[config.mk]
export PLATFORM = sky130hd
export DESIGN_NAME = instr_fetch_unit
export DESIGN_NICKNAME = d
export VERILOG_FILES = /design/src/rtl/instr_fetch_unit.sv
export SDC_FILE = /design/constraint.sdc
export NUM_CORES = 1
export LEC_CHECK = 0
export CAP_MARGIN = 5
export CORE_MARGIN = 8
export CORE_UTILIZATION = 39
export CTS_BUF_LIST = sky130_fd_sc_hd__clkbuf_8
export DETAILED_ROUTE_END_ITERATION = 10
export PLACE_DENSITY = 0.64
export SYNTH_ARGS = -nofsm -noshare
export SYNTH_HDL_FRONTEND = slang
export SYNTH_SLANG_ARGS = --single-unit
[constraint.sdc]
create_clock -name CLK -period 3.9 [get_ports CLK]
set_input_delay 0.78 -clock CLK [delete_from_list [all_inputs] [get_ports CLK]]
set_output_delay 0.78 -clock CLK [all_outputs]
set_load 0.01 [all_outputs]
[src/rtl/instr_fetch_unit.sv]
// Byte-serial instruction fetch: reads four bytes from byte-wide synchronous
// memory, assembles them big-endian and strobes the word into the IR.
module instr_fetch_unit #(
    parameter int ADDR_W = 32
) (
    input  logic              CLK,
    input  logic              Reset,
    input  logic              FetchReq,
    input  logic [ADDR_W-1:0] FetchAddr,
    input  logic              Abort,
    output logic              MemRd,
    output logic [ADDR_W-1:0] MemAddr,
    input  logic [7:0]        MemData,
    output logic [31:0]       IDataOut,
    output logic              IRWre,
    output logic              Busy,
    output logic              AddrErr
);

    typedef enum logic [2:0] {
        IDLE,
        ISSUE,
        DRAIN,
        DONE,
        ERR
    } state_t;

    state_t            state_q, state_d;
    logic [1:0]        k_q, k_d;
    logic [ADDR_W-1:0] base_q, base_d;
    logic [23:0]       byte_sr;

    always_comb begin
        state_d = state_q;
        k_d     = k_q;
        base_d  = base_q;
        case (state_q)
            IDLE: begin
                if (FetchReq) begin
                    if (FetchAddr[1:0] == 2'b00) begin
                        state_d = ISSUE;
                        base_d  = FetchAddr;
                        k_d     = 2'd0;
                    end else begin
                        state_d = ERR;
                    end
                end
            end
            ISSUE: begin
                if (Abort) begin
                    state_d = IDLE;
                end else if (k_q == 2'd3) begin
                    state_d = DRAIN;
                end else begin
                    k_d = k_q + 2'd1;
                end
            end
            DRAIN:   state_d = Abort ? IDLE : DONE;
            DONE:    state_d = IDLE;
            ERR:     state_d = IDLE;
            default: state_d = IDLE;
        endcase
    end

    // Outputs are registered from the next state so they line up with the state they describe.
    always_ff @(posedge CLK) begin
        if (Reset) begin
            state_q  <= IDLE;
            k_q      <= 2'd0;
            base_q   <= '0;
            MemRd    <= 1'b0;
            MemAddr  <= '0;
            IDataOut <= 32'd0;
            IRWre    <= 1'b0;
            Busy     <= 1'b0;
            AddrErr  <= 1'b0;
        end else begin
            state_q <= state_d;
            k_q     <= k_d;
            base_q  <= base_d;
            MemRd   <= (state_d == ISSUE);
            MemAddr <= (state_d == ISSUE) ? base_d + ADDR_W'(k_d) : '0;
            IRWre   <= (state_d == DONE);
            Busy    <= (state_d != IDLE);
            AddrErr <= (state_d == ERR);
            if (state_q == DRAIN && state_d == DONE) begin
                IDataOut <= {byte_sr, MemData};
            end
        end
    end

    // Byte k-1 arrives while byte k is being requested; k=0 has nothing to capture yet.
    always_ff @(posedge CLK) begin
        if (state_q == ISSUE && k_q != 2'd0) begin
            byte_sr <= {byte_sr[15:0], MemData};
        end
    end

endmodule

**Word level (Yosys, flattened, before mapping)**

Index checks and enable logic that the tools add are counted.

- Bits in registers: 129
- Bits of input ports: 44
- Output and inout port bits: 68

- $add $sub $neg: 2
- Equal/unequal tests: 6
- Multiplexer cells: 14
- Bitwise logic cells: 1
- Reduce and logical (&&, ||, !) cells: 7

Operators by type and width:

| operator | number |
|---|---|
| 2-to-1 mux 32 bit | 3 |
| adder 32 x 2 -> 32 bit | 1 |
| 2-to-1 mux 3 bit | 4 |
| 2-to-1 mux 2 bit | 5 |
| case mux 3 bit (3 select lines) | 1 |
| equality test 3 x 1 -> 1 bit (second input constant) | 2 |
| equality test 3 x 2 -> 1 bit (second input constant) | 2 |
| case mux 2 bit (2 select lines) | 1 |
| equality test 3 bit (second input constant) | 1 |
| zero test 3 bit | 1 |
| nonzero test 3 bit | 1 |
| adder 2 x 1 -> 2 bit (second input constant) | 1 |
| equality test 2 bit (second input constant) | 1 |
| logical AND 1 bit | 2 |
| zero test 2 bit | 1 |
| nonzero test 2 bit | 1 |
| OR reduction 2 bit | 1 |
| inverter 1 bit | 1 |

**Logic depth before layout (Yosys ltp)**

Gate-level depths: netlist (run 1).

- Depth in word-level cells: 7
- Gate-level depth with buffers: 15
- Depth with buffers taken out: 11

**Worst setup path after synthesis (run 1)**

OpenSTA, ideal clock, no wires.

- Path type: input port to flip-flop
- From: in FetchReq
- To: reg MemAddr[10]
- Arrival time: 3.367 ns
- Path slack: 0.448 ns
- Stages on the path: 14
- Path buffers: 5
- Cell sequence: or4b_4 buf_6 nor2_1 buf_4 buf_4 buf_2 nor2_1 fa_1 clkbuf_1 nand2_1 nor3_1 and3_1 xnor2_1 a211oi_1

- Elaborated cells between the ends (all ways): 10
- Those cells by class: add/sub: 1; eq/ne: 1; mux: 6; bitwise: 1; reduce/logical: 1

RTL lines:

| item | line | source |
|---|---|---|
| start, declared | 8 | `input logic FetchReq,` |
| 2-to-1 mux 2 bit | 39 | `if (FetchReq) begin` |
| case mux 2 bit (2 select lines) | 37 | `case (state_q)` |
| net k_d[1] | 29 | `logic [1:0] k_q, k_d;` |
| adder 32 x 2 -> 32 bit | 82 | `MemAddr <= (state_d == ISSUE) ? base_d + ADDR_W'(k_d) : '0;` |
| end signal, assigned | 82 |  |
| end, declared | 12 | `output logic [ADDR_W-1:0] MemAddr,` |

The timed path passes the listed nets, and every way through them passes these cells.
A chain may end at the register's enable or synchronous reset.

**Final worst setup path (run 1)**

- From: in Abort
- To: reg MemAddr[10]

- Elaborated cells between the ends (all ways): 9
- Those cells by class: add/sub: 1; eq/ne: 1; mux: 5; bitwise: 1; reduce/logical: 1

RTL lines:

| item | line | source |
|---|---|---|
| start, declared | 10 | `input logic Abort,` |
| 2-to-1 mux 2 bit | 50 | `if (Abort) begin` |
| case mux 2 bit (2 select lines) | 37 |  |
| net k_d[0] | 29 |  |
| adder 32 x 2 -> 32 bit | 82 |  |

The timed path passes the listed nets, and every way through them passes these cells.

==> results.txt, run 1 <==
----------------------------------------------------
[Clock tree]
  Number of buffers added for setup after CTS ... 0
  Root buffer cell ... sky130_fd_sc_hd__clkbuf_8
  CTS tree ... yes
  Htree depth ... 4
  Clock sink count ... 129
  Number of buffers added by the clock tree synthesis step ... 17
  Buffer levels on the longest clock path ... 2
  Clock Latency Late Sink ... between 0.4 and 0.5 ns
  Cts hold-fix bufs ... 0
  Clock-pin slew reported for the worst setup and hold paths after clock tree synthesis ... 0.07 ns
  Number of gates resized after CTS ... 0

[Logic synthesis]
  Mean post-synth cell area ... ~9.5 um^2
  Largest area contributor in the netlist ... sky130_fd_sc_hd__dfxtp_1
  Library cell with the highest instance count after synthesis ... sky130_fd_sc_hd__dfxtp_1
  Post-synthesis cell type count ... ~50
  Post-synth top flop ... sky130_fd_sc_hd__dfxtp_1
  Area of the mapped netlist ... around 5300 um^2
  Most frequent cells after synthesis ... sky130_fd_sc_hd__dfxtp_1 (105), sky130_fd_sc_hd__nand2_1 (93), sky130_fd_sc_hd__a21oi_1 (47)
  Yosys Warn Count ... 0
  Number of synthesized flops with an enable pin ... 24
  Async set or reset register ratio after synthesis ... 0%
  Sequential share of the synthesized area ... between 50% and 60%
  Synthesized netlist net count ... between 600 and 700
  Synth area leaders ... sky130_fd_sc_hd__dfxtp_1 (40%), sky130_fd_sc_hd__edfxtp_1 (14%), sky130_fd_sc_hd__nand2_1 (6.6%), sky130_fd_sc_hd__mux2i_1 (5.3%), sky130_fd_sc_hd__a21oi_1 (4.5%)
  Flop and latch count out of synthesis ... between 100 and 150
  Cell count after synthesis ... between 500 and 600
  Area share of the leading cell type in the synthesized netlist ... 39.8%

[Detailed routing]
  Number of nets still failing antenna checks after routing ... 0
  Pre-Repair DR Iteration Count ... 5
  WL per Instance ... between 15 and 20 um
  Vias ... around 4,400
  DRC violation total after the first TritonRoute iteration ... roughly 400
  Total routed wirelength ... around 14,000 um
  Vias per Instance ... around 5.2
  Post-route DRC violation count ... 0

[Die]
  Overall die height ... roughly 130 um
  Initial Util ... between 30% and 40%
  Die X ... 132 um
  Area of the die ... between 15,000 and 20,000 um^2
  Area of the core ... roughly 13,000 um^2
  Count of boundary I/O pins ... approximately 110
  Floorplan row count ... between 40 and 50

[GRT]
  Vias in the first global route ... 4,357
  Largest net degree at the start of global routing ... between 70 and 80
  GRT Total Usage ... between 10% and 20%
  Number of antenna violations at the first check in global routing ... 0
  Global-route congestion overflow total ... 0
  Wire length of the first global-routing pass ... around 23,000 um

[Worst setup path]
  Crit Path Category ... in2reg
  List of cells traversed by the critical path ... clkdlybuf4s50_1 > nor3_1 > o21ai_0 > a31oi_1 > ha_1 > fa_1 > nand2_1 > nor3_1 > and3_1 > xnor2_1 > a211oi_1
  WP data arrival ... 3.52 ns
  Crit. End Element ... flop
  Crit path largest cell delay ... 0.47 ns
  Cell type of the slowest stage on the worst timing path ... sky130_fd_sc_hd__clkdlybuf4s50_1
  Highest net fanout along the worst path ... 7
  Crit start category ... input port
  Cell type with the highest occurrence count on the critical path ... sky130_fd_sc_hd__nor3_1
  Required time reported for the critical path endpoint ... around 4.3 ns

[Power]
  Leakage power ... ~2.2 nW
  Cell Pwr Density ... 370 nW/um^2
  Worst IR drop on VDD ... ~0.00016 V
  Total power after layout ... between 2 and 3 mW

[Timing]
  Slew at the pin with the worst max-slew slack ... 0.774 ns
  Final Cycle Share ... 81.4%
  F_max ... 315 MHz
  Worst clock skew on the final layout ... approximately 0.0090 ns
  Final max-slew violation count ... 0
  Min Tclk post-route ... around 3.2 ns
  Worst-case headroom to the max-slew limit ... between 40% and 50%
  Setup slack after layout ... around 0.72 ns
  Fin Hold WS ... approximately 0.45 ns
  Number of setup violations in the final report ... 0
  Fin Setup TNS ... 0 ns
  Setup repair after global routing missed its margin ... false
  Number of hold violations in the final report ... 0

[Placed design]
  Final weighted congestion in routability-driven placement ... approximately 0.86
  Number of port buffers ... ~110
  Worst setup slack after placement ... approximately 0.33 ns
  Cell area after placement ... around 6600 um^2
  DP Wirelength ... between 9000 and 10,000 um

[Layout]
  Synth-to-layout area growth ... 30.6%
  Filler Cells Inserted ... 1,237
  Multi-input logic area ... 2290 um^2
  # nets final ... 709
  Total area of sequential cells ... roughly 2800 um^2
  Final Instance Area ... slightly below 7000 um^2
  Antenna diode count ... 0
  Layout cells sized above 1 ... roughly 8.3%

[Run status]
  Status ... finished, final reports clean

[Worst hold path]
  Class of the tightest hold or removal check ... reg2reg

[Flow run]
  Max capacitance violation total ... 0

----------------------------------------------------
==> stage by stage <==
stage                     utilization (%)  instances
after floorplan                         -        556
after global placement               49.5        819
after detailed placement             49.5        819
after CTS                            52.1        851
after global routing                 52.1        851
final                                52.1        851
==> layer usage <==
metal	GRT usage, %	up-vias	part of all wire (%)
met5	0	-	0
met4	6.75	0	1.1
met3	5.26	13	6.0
met2	25.4	130	48
met1	19.6	2088	45
li1	-	2201	-
==> registers in the layout, indices dropped and copies added (netlist names) <==
| register | cells |
|---|---|
| IRWre | 1 |
| MemAddr | 32 |
| byte_sr | 24 |
| state_q | 3 |
| base_q | 32 |
| Busy | 1 |
| AddrErr | 1 |
| k_q | 2 |
| MemRd | 1 |
| IDataOut | 32 |
==> critical path, delay by kind of cell <==
kind / cells / cell delay, ns
xor gates and xnor gates: 1 / 0.07
buffers and inverters: 1 / 0.47
AOI/OAI and AO/OA: 3 / 0.62
adders and majority gates: 2 / 0.61
and+or+nand+nor: 4 / 0.97
==> final timing paths <==
| check | start | to | slack, ns | cells after the start |
|---|---|---|---|---|
| worst max register to register | state_q[0]$_SDFF_PP0_ | MemAddr[10]$_SDFF_PP0_ | 1.00 | 11 |
| worst min register to register | byte_sr[8]$_DFFE_PP_ | byte_sr[16]$_DFFE_PP_ | 0.45 | 0 |
| worst min-delay path | byte_sr[8]$_DFFE_PP_ | byte_sr[16]$_DFFE_PP_ | 0.45 | 0 |
| worst max-delay path | Abort | MemAddr[10]$_SDFF_PP0_ | 0.72 | 11 |
==> cells by family after synthesis <==
logic type               Yosys count  share of synthesized area [%]
multiplexers                      28                           5.30
AO/OA/AOI/OAI                    103                           12.8
adder cells (fa/ha/maj)            3                          0.852
buffers and inverters             40                           3.53
AND/OR/NAND/NOR                  239                           21.8
flip-flops                       129                           53.4
XOR/XNOR                          14                           2.32
==> power by group <==
group	switching [mW]	internal (mW)
clock network	0.507	0.485
logic	0.0979	0.0826
registers	0.0122	1.37
total	0.617	1.94
==> final cells by class <==
type / count / share of cell area, %
clock buffer: 17 / 3.39
tap: 176 / 3.19
sequential: 129 / 40.9
multi-input combinational: 387 / 33.2
clock inverter: 15 / 1.56
inverter: 4 / 0.218
timing repair buffer: 123 / 17.5
==> layout by cell type, fill, tap and decap left out, drive strengths merged, types with 2 or more instances in the layout <==
| master | Yosys | final |
|---|---|---|
| o21ai | 7 | 7 |
| dfxtp | 105 | 105 |
| edfxtp | 24 | 24 |
| and4 | 2 | 2 |
| nor4 | 15 | 15 |
| a21oi | 47 | 47 |
| nand2b | 4 | 4 |
| buf | 10 | 13 |
| and3 | 4 | 4 |
| a31oi | 11 | 11 |
| clkinv | 0 | 6 |
| a211oi | 8 | 8 |
| nor3 | 46 | 46 |
| mux2i | 28 | 28 |
| or4b | 3 | 3 |
| a41oi | 2 | 2 |
| inv | 4 | 8 |
| o221ai | 4 | 4 |
| o31a | 7 | 7 |
| xnor2 | 8 | 8 |
| nand2 | 93 | 93 |
| o21a | 10 | 10 |
| nor4b | 2 | 2 |
| ha | 2 | 2 |
| clkbuf | 26 | 17 |
| clkinvlp | 0 | 4 |
| clkdlybuf4s50 | 0 | 110 |
| and2 | 5 | 5 |
| nand3 | 8 | 8 |
| xor2 | 6 | 6 |
| nor2 | 40 | 40 |
| nand4 | 11 | 11 |
| nor2b | 4 | 4 |
Note: power is estimated with default switching activity, not from simulation.
==> run 2, diff against run 1 <==
Clock period 3.9 ns to 3.3 ns, I/O delays scaled along.
==> run 2 against run 1 <==
  * Routed wire length up 1.5%
  * Setup slack got worse by 0.21 ns
  * Critical path depth up 2
  * Core utilization up 0.60 points
  * First-iteration DRC count is 7.0% lower
  * Global-route usage is 0.071 points lower
  * Highest routed layer unchanged
  * Cell count is 0.47% higher
  * Sequential share of layout area decreased by 0.47 points
==> results.txt, run 2 (same netlist as run 1, synthesis figures left out) <==
----------------------------------------------------
[Run status]
  Status ... finished, final reports clean

[Worst hold path]
  Class of the tightest hold or removal check ... reg2reg
  Startpoint of the lowest-slack hold path ... byte_sr[10]$_DFFE_PP_

[Layout]
  Highest-count cells in the layout ignoring fill and taps ... sky130_fd_sc_hd__clkdlybuf4s50_1 (110), sky130_fd_sc_hd__dfxtp_1 (105), sky130_fd_sc_hd__nand2_1 (93)
  Most common cell after layout, fill and taps aside ... sky130_fd_sc_hd__clkdlybuf4s50_1
  Antenna diode count ... 0 (unchanged)
  Top Registers ... IDataOut x32, MemAddr x32, base_q x32
  Synth-to-layout area growth ... 32.1%
  # nets final ... 714 (+0.71%)
  Final Instance Area ... 6980 um^2 (+1.2%)
  Layout cells sized above 1 ... 8.84% (+0.54 points)

[GRT]
  Largest net degree at the start of global routing ... 72 (unchanged)
  Global-route congestion overflow total ... 0 (unchanged)
  Number of antenna violations at the first check in global routing ... 0 (unchanged)
  GRT Total Usage ... 16.0% (-0.071 points)
  Vias in the first global route ... 4,368 (+0.25%)
  Wire length of the first global-routing pass ... 22,700 um (+0.42%)

[Timing]
  Min Tclk post-route ... 2.78 ns
  Worst clock skew on the final layout ... 0.00711 ns (-0.00188 ns)
  Final max-slew violation count ... 0 (unchanged)
  Slew at the pin with the worst max-slew slack ... 0.797 ns (+0.0231 ns)
  Fin Setup TNS ... 0 ns (unchanged)
  Setup repair after global routing missed its margin ... false
  Fin Hold WS ... 0.450 ns (+0.000846 ns)
  Setup slack after layout ... 0.515 ns (-0.209 ns)
  F_max ... roughly 360 MHz
  Worst-case headroom to the max-slew limit ... 46.9% (-1.5 points)
  Final Cycle Share ... 84.4%
  Number of hold violations in the final report ... 0 (unchanged)
  Number of setup violations in the final report ... 0 (unchanged)

[Worst setup path]
  Required time reported for the critical path endpoint ... 3.64 ns (-0.61 ns)
  Source of the worst register-to-register timing path ... state_q[0]$_SDFF_PP0_
  Crit. End Element ... flop
  WP data arrival ... 3.13 ns (-0.39 ns)
  Crit Path Category ... in2reg
  Highest net fanout along the worst path ... 6 (-1)
  Crit start category ... input port
  Origin of the worst setup path ... Abort

[Placed design]
  Cell area after placement ... 6600 um^2 (+0.57%)
  Number of port buffers ... 111 (unchanged)
  DP Wirelength ... 9950 um (+2.0%)
  Worst setup slack after placement ... 0.0839 ns (-0.246 ns)
  Final weighted congestion in routability-driven placement ... 0.844 (-1.7%)

[Detailed routing]
  Vias ... 4,440 (+0.18%)
  Post-route DRC violation count ... 0 (unchanged)
  Number of nets still failing antenna checks after routing ... 0 (unchanged)
  DRC violation total after the first TritonRoute iteration ... 373 (-7.0%)
  Pre-Repair DR Iteration Count ... 5 (unchanged)
  Total routed wirelength ... 14,100 um (+1.5%)
  WL per Instance ... 16.5 um (+1.0%)
  Vias per Instance ... 5.19 (-0.29%)

[Clock tree]
  Number of gates resized after CTS ... 0 (unchanged)
  Number of buffers added for setup after CTS ... 0 (unchanged)
  Htree depth ... 4 (unchanged)
  Clock Latency Late Sink ... 0.43 ns (about the same)
  Buffer levels on the longest clock path ... 2 (unchanged)
  CTS tree ... yes
  Clock-pin slew reported for the worst setup and hold paths after clock tree synthesis ... 0.08 ns (about the same)
  Cts hold-fix bufs ... 0 (unchanged)
  Number of buffers added by the clock tree synthesis step ... 17 (unchanged)
  Root buffer cell ... sky130_fd_sc_hd__clkbuf_8
  Clock sink count ... 129 (unchanged)

[Die]
  Area of the die ... 17,500 um^2 (unchanged)
  Die X ... 132 um (unchanged)
  Overall die height ... 132 um (unchanged)
  Floorplan row count ... 42 (unchanged)
  Initial Util ... 39.9% (unchanged)
  Area of the core ... 13,200 um^2 (unchanged)
  Count of boundary I/O pins ... 112 (unchanged)

[Power]
  Cell Pwr Density ... 456 nW/um^2 (+23%)
  Worst IR drop on VDD ... 0.000223 V (+38%)
  Leakage power ... 2.28 nW (+1.9%)

[Flow run]
  Max capacitance violation total ... 0 (unchanged)

----------------------------------------------------
## run 2: cell types whose count changed in the layout (fill, tap and decap cells not counted), sizes merged
cell      delta
buf          +5
bufinv       +2
clkinvlp     -1
clkinv       -2
## run 2: area by class of cell
class / instances / area, um^2
Clock inverter: 14 / 150
Inverter: 4 / 15.0
Tap cell: 176 / 220
Clock buffer: 17 / 234
Sequential cell: 129 / 2820
Fill cell: 1203 / 6260
Multi-Input combinational cell: 387 / 2290
Timing Repair Buffer: 128 / 1250
## run 2: per-stage QoR
step	utilization, %	instances	total power, mW
finish	52.7	855	3.18
global route	52.7	855	3.30
detailed placement	49.8	824	1.88
global placement	49.8	824	1.88
floorplan	-	556	1.77
CTS	52.7	855	3.21
## run 2: critical path, stage by stage
cell and delay [ns]:
sky130_fd_sc_hd__clkdlybuf4s50_1 0.47, sky130_fd_sc_hd__nor3_1 0.20, sky130_fd_sc_hd__buf_4 0.16, sky130_fd_sc_hd__o21ai_0 0.08, sky130_fd_sc_hd__a31oi_1 0.23, sky130_fd_sc_hd__ha_1 0.24, sky130_fd_sc_hd__fa_1 0.21, sky130_fd_sc_hd__buf_4 0.17
sky130_fd_sc_hd__nand2_1 0.06, sky130_fd_sc_hd__nor3_1 0.19, sky130_fd_sc_hd__xor2_1 0.16, sky130_fd_sc_hd__nor2_1 0.05, sky130_fd_sc_hd__a211oi_1 0.22
## run 2: where the power goes
group / switching (mW) / leakage, nW / total, mW / internal, mW
combinational: 0.118 / 1.01 / 0.217 / 0.0997
clock: 0.609 / 0.197 / 1.34 / 0.728
sequential: 0.0144 / 1.06 / 1.63 / 1.62
## run 2: final timing paths
| kind | to | slack (ns) | cells after the start |
|---|---|---|---|
| min | byte_sr[18]$_DFFE_PP_ | 0.45 | 0 |
| min reg2reg | byte_sr[18]$_DFFE_PP_ | 0.45 | 0 |
| max reg2reg | MemAddr[10]$_SDFF_PP0_ | 0.71 | 13 |
| max | MemAddr[10]$_SDFF_PP0_ | 0.52 | 13 |
## run 2: layer usage
metal,track usage [%],wire length (um)
met1,20.0,6590
met2,25.9,6750
met3,4.28,560
met4,5.74,248
met5,0,0
